File: src/rtl/mux_2to1_pkg.sv
// Shared definitions for the 2:1 word multiplexer and its users.
package mux_2to1_pkg;

   // Default data MSB: 32-bit words, matching the fetch-stage PC path
   localparam int DEFAULT_MSB = 31;

   // Sequential PC increment used by fetch-stage instances
   localparam int PC_STEP = 4;

   // Meaning of the select line
   typedef enum logic {
      SEL_IN0 = 1'b0,
      SEL_IN1 = 1'b1
   } sel_e;

endpackage : mux_2to1_pkg

File: src/rtl/mux_2to1.sv
// Parameterised 2:1 word multiplexer.
// REG_OUT=0 gives a purely combinational path (used in the PC-next loop so it
// adds no latency); REG_OUT=1 adds one output register with synchronous reset.
// Port order in0, in1, sel, out, clk, rst keeps old 4-port positional
// instances valid; clk/rst may be left unconnected in combinational mode.
module mux_2to1
   import mux_2to1_pkg::*;
#(
   parameter int MSB     = DEFAULT_MSB,
   parameter bit REG_OUT = 1'b0
) (
   input  logic [MSB:0] in0,
   input  logic [MSB:0] in1,
   input  logic         sel,
   output logic [MSB:0] out,
   input  logic         clk,
   input  logic         rst
);

   logic [MSB:0] selected;

   // Word select written as if/else so an unknown select falls back to in0
   always_comb begin
      selected = in0;
      if (sel == SEL_IN1) begin
         selected = in1;
      end
   end

   generate
      if (REG_OUT) begin : g_reg
         logic [MSB:0] out_q;

         // Output register: reset to zero wins over any select/data activity
         always_ff @(posedge clk) begin
            if (rst) begin
               out_q <= '0;
            end else begin
               out_q <= selected;
            end
         end

         assign out = out_q;
      end else begin : g_comb
         logic unused_clk_rst;

         assign unused_clk_rst = clk ^ rst;
         assign out            = selected;
      end
   endgenerate

endmodule : mux_2to1

File: config.mk
export PLATFORM = sky130hd
export DESIGN_NAME = mux_2to1
export DESIGN_NICKNAME = d
export VERILOG_FILES = /design/src/rtl/mux_2to1_pkg.sv /design/src/rtl/mux_2to1.sv
export SDC_FILE = /design/constraint.sdc
export NUM_CORES = 1
export LEC_CHECK = 0
export ABC_AREA = 1
export BUFFER_PORTS_ARGS = -buffer_cell sky130_fd_sc_hd__clkbuf_2
export CORE_UTILIZATION = 26
export DETAILED_ROUTE_END_ITERATION = 16
export GPL_TIMING_DRIVEN = 0
export PLACE_DENSITY = 0.82
export SYNTH_ARGS = -nofsm -noshare
export SYNTH_HDL_FRONTEND = slang
export SYNTH_SLANG_ARGS = --single-unit
File: constraint.sdc
create_clock -name vclk -period 0.8
set_input_delay 0.04 -clock vclk [all_inputs]
set_output_delay 0.04 -clock vclk [all_outputs]
set_load 0.03 [all_outputs]
==> metrics.csv <==
stage,metric,value,unit
outcome,outcome,"complete, no violations",
setup_path,startpoint types,input pin,
min_path,HP Start,in0[18],
detailed_routing,DR vias,888,
power,Power Density,760,mW/mm²
setup_path,critical path peak fanout,10,
detailed_routing,DRT Pass-1 Iters,3,
synth,mux share of post-synthesis cell area,0,%
timing,unrepaired setup endpoints after global routing,no,
synth,post-synthesis compound-gate area fraction,0,%
global_route,largest net degree at the start of global routing,11,
setup_path,Crit. End Element,output pin,
cells_and_area,final core occ,57.5,%
min_path,Hold Path Class,input pin to output pin,
place,PortBufs,96,
min_path,WHS Path Cells,4,
cells_and_area,FFs & Latches,0,
synth,post-synth net total,171,
timing,final hold slack,417,ps
place,post-DP HPWL,1480,µm
synth,Synth Area in XOR/XNOR,0,%
detailed_routing,Routed WL,1640,µm
detailed_routing,detailed router's first-iteration violation count,3,
floorplanning,# rows,15,
synth,share of the synthesized area in the top cell type,65.6,%
global_route,remaining global-route overflow,0,
cells_and_area,P&R area growth vs syn,104,%
flow_run,max-cap viol count,0,
floorplanning,Die Y,45.5,µm
timing,relative slew slack,88.1,%
synth,synthesized cell area,492,µm²
setup_path,Critical Path AT,660,ps
timing,Max Fclk,1420,MHz
floorplanning,# IOs,99,
synth,leading area contributor after synthesis,nand2_1,
synth,"Avg Cell Area, Syn",4.73,µm²
timing,final setup vio count,0,
cells_and_area,"commonest cells after routing, fill and taps aside","96 x clkbuf_2, 86 x nand2_1, 10 x nand2_2",
timing,Tcrit/Tclk final,88.0,%
synth,largest family of logic cells by synthesized area,simple AND/OR/NAND/NOR gates,
cells_and_area,post-route insts no fill,225,
timing,Fin Setup TNS,0,ps
min_path,hold endpoint,out[18],
cells_and_area,register area,0,µm²
synth,YS warnings,0,
setup_path,"Worst Path Class, Setup",input pin to output pin,
clock_network,hold buffers post-CTS,0,
global_route,vias in the first global route,677,
cells_and_area,"commonest non-fill, non-tap cell in the layout",clkbuf_2,
cells_and_area,nets,269,
timing,fin crit period,704,ps
timing,Final Slew Violations,0,
power,IR Drop Worst-Case VDD,0.379,mV
synth,Netlist cell types,6,
detailed_routing,Residual DRC,0,
global_route,first-pass GRT wire length,2430,µm
synth,"top cells by area, synth","nand2_1 66%, nand2_2 13%, clkbuf_8 8.4%",
synth,"Seq/Total Area, Yosys",0,%
global_route,initial antenna violation count,0,
cells_and_area,# diodes,0,
place,GP Congestion,0.692,
cells_and_area,Fill cells,203,
timing,final hold violation count,0,
floorplanning,Initial Utilization,28.2,%
floorplanning,Core ar.,0.00175,mm²
detailed_routing,Routed wire per std cell,7.28,µm
floorplanning,Die X,45.5,µm
synth,adder-cell share of the synthesized area,0,%
global_route,Total GRT Usage,14.6,%
place,dpl cells,225,
cells_and_area,CLK BUF,0,
timing,Worst Tran Pin Value,179,ps
setup_path,WP data required,760,ps
clock_network,cts repair resizes,0,
detailed_routing,Via density,3.95,
synth,Synth Instances,104,
power,Pleak,0.741,nW
synth,simple-gate area share of the yosys netlist,78.4,%
cells_and_area,ratio of cells with drive above 1 in the final layout,57.0,%
detailed_routing,Post-DRT Antenna Nets,0,
clock_network,postcts setup bufs,0,
floorplanning,die footprint,0.00207,mm²
cell type report:
cell class | count | area [µm²] | area share (%)
plain buffers | 7 | 95.1 | 9.48
inverters | 1 | 11.3 | 1.12
multi-input cells | 96 | 385 | 38.4
repair buffers | 96 | 480 | 47.9
well taps | 25 | 31.3 | 3.12
stage by stage:
step / power [mW] / instance area, µm² / worst slack (ps)
2_1_floorplan: 0.476 / 492 / 168
3_3_place_gp: 0.764 / 1000 / 88.2
3_5_place_dp: 0.769 / 1000 / 92.6
4_1_cts: 0.771 / 1000 / 89.8
5_1_grt: 0.830 / 1000 / 27.9
6_report: 0.763 / 1000 / 96.2
cell usage after synthesis:
cell and number:
clkbuf_8 3, buf_12 1, buf_6 3, nand2_1 86, inv_8 1, nand2_2 10
critical path, stage by stage:
cell	delay (ps)
buf_6	120
inv_8	60
buf_6	120
nand2_1	50
nand2_1	60
clkbuf_2	200
kinds of logic after synthesis:
kind of cell,Yosys count
buf+inv,8
simple gates,96
power breakdown:
group / leakage (nW) / internal (mW) / total (mW) / switching, mW
Combinational: 0.741 / 0.295 / 0.763 / 0.468
Sequential: 0 / 0 / 0 / 0
Clock: 0 / 0 / 0 / 0
Total: 0.741 / 0.295 / 0.763 / 0.468
worst max path at each step:
stage	start	end	slack, ps	depth (start not counted)
after detailed placement	sel	out[20]	90	6
after CTS	sel	out[20]	90	6
after global placement	sel	out[20]	90	6
final	sel	out[20]	100	6
after floorplan	sel	out[0]	170	5
after global routing	sel	out[21]	30	6
per-layer routing:
layer	track usage, %	part of all wire [%]	vias up
met5	0	0	-
met4	1.21	0	0
met3	0.397	10	0
met2	29.4	52	48
met1	17.2	38	342
li1	-	-	498
Note: power is estimated with default switching activity, not from simulation.
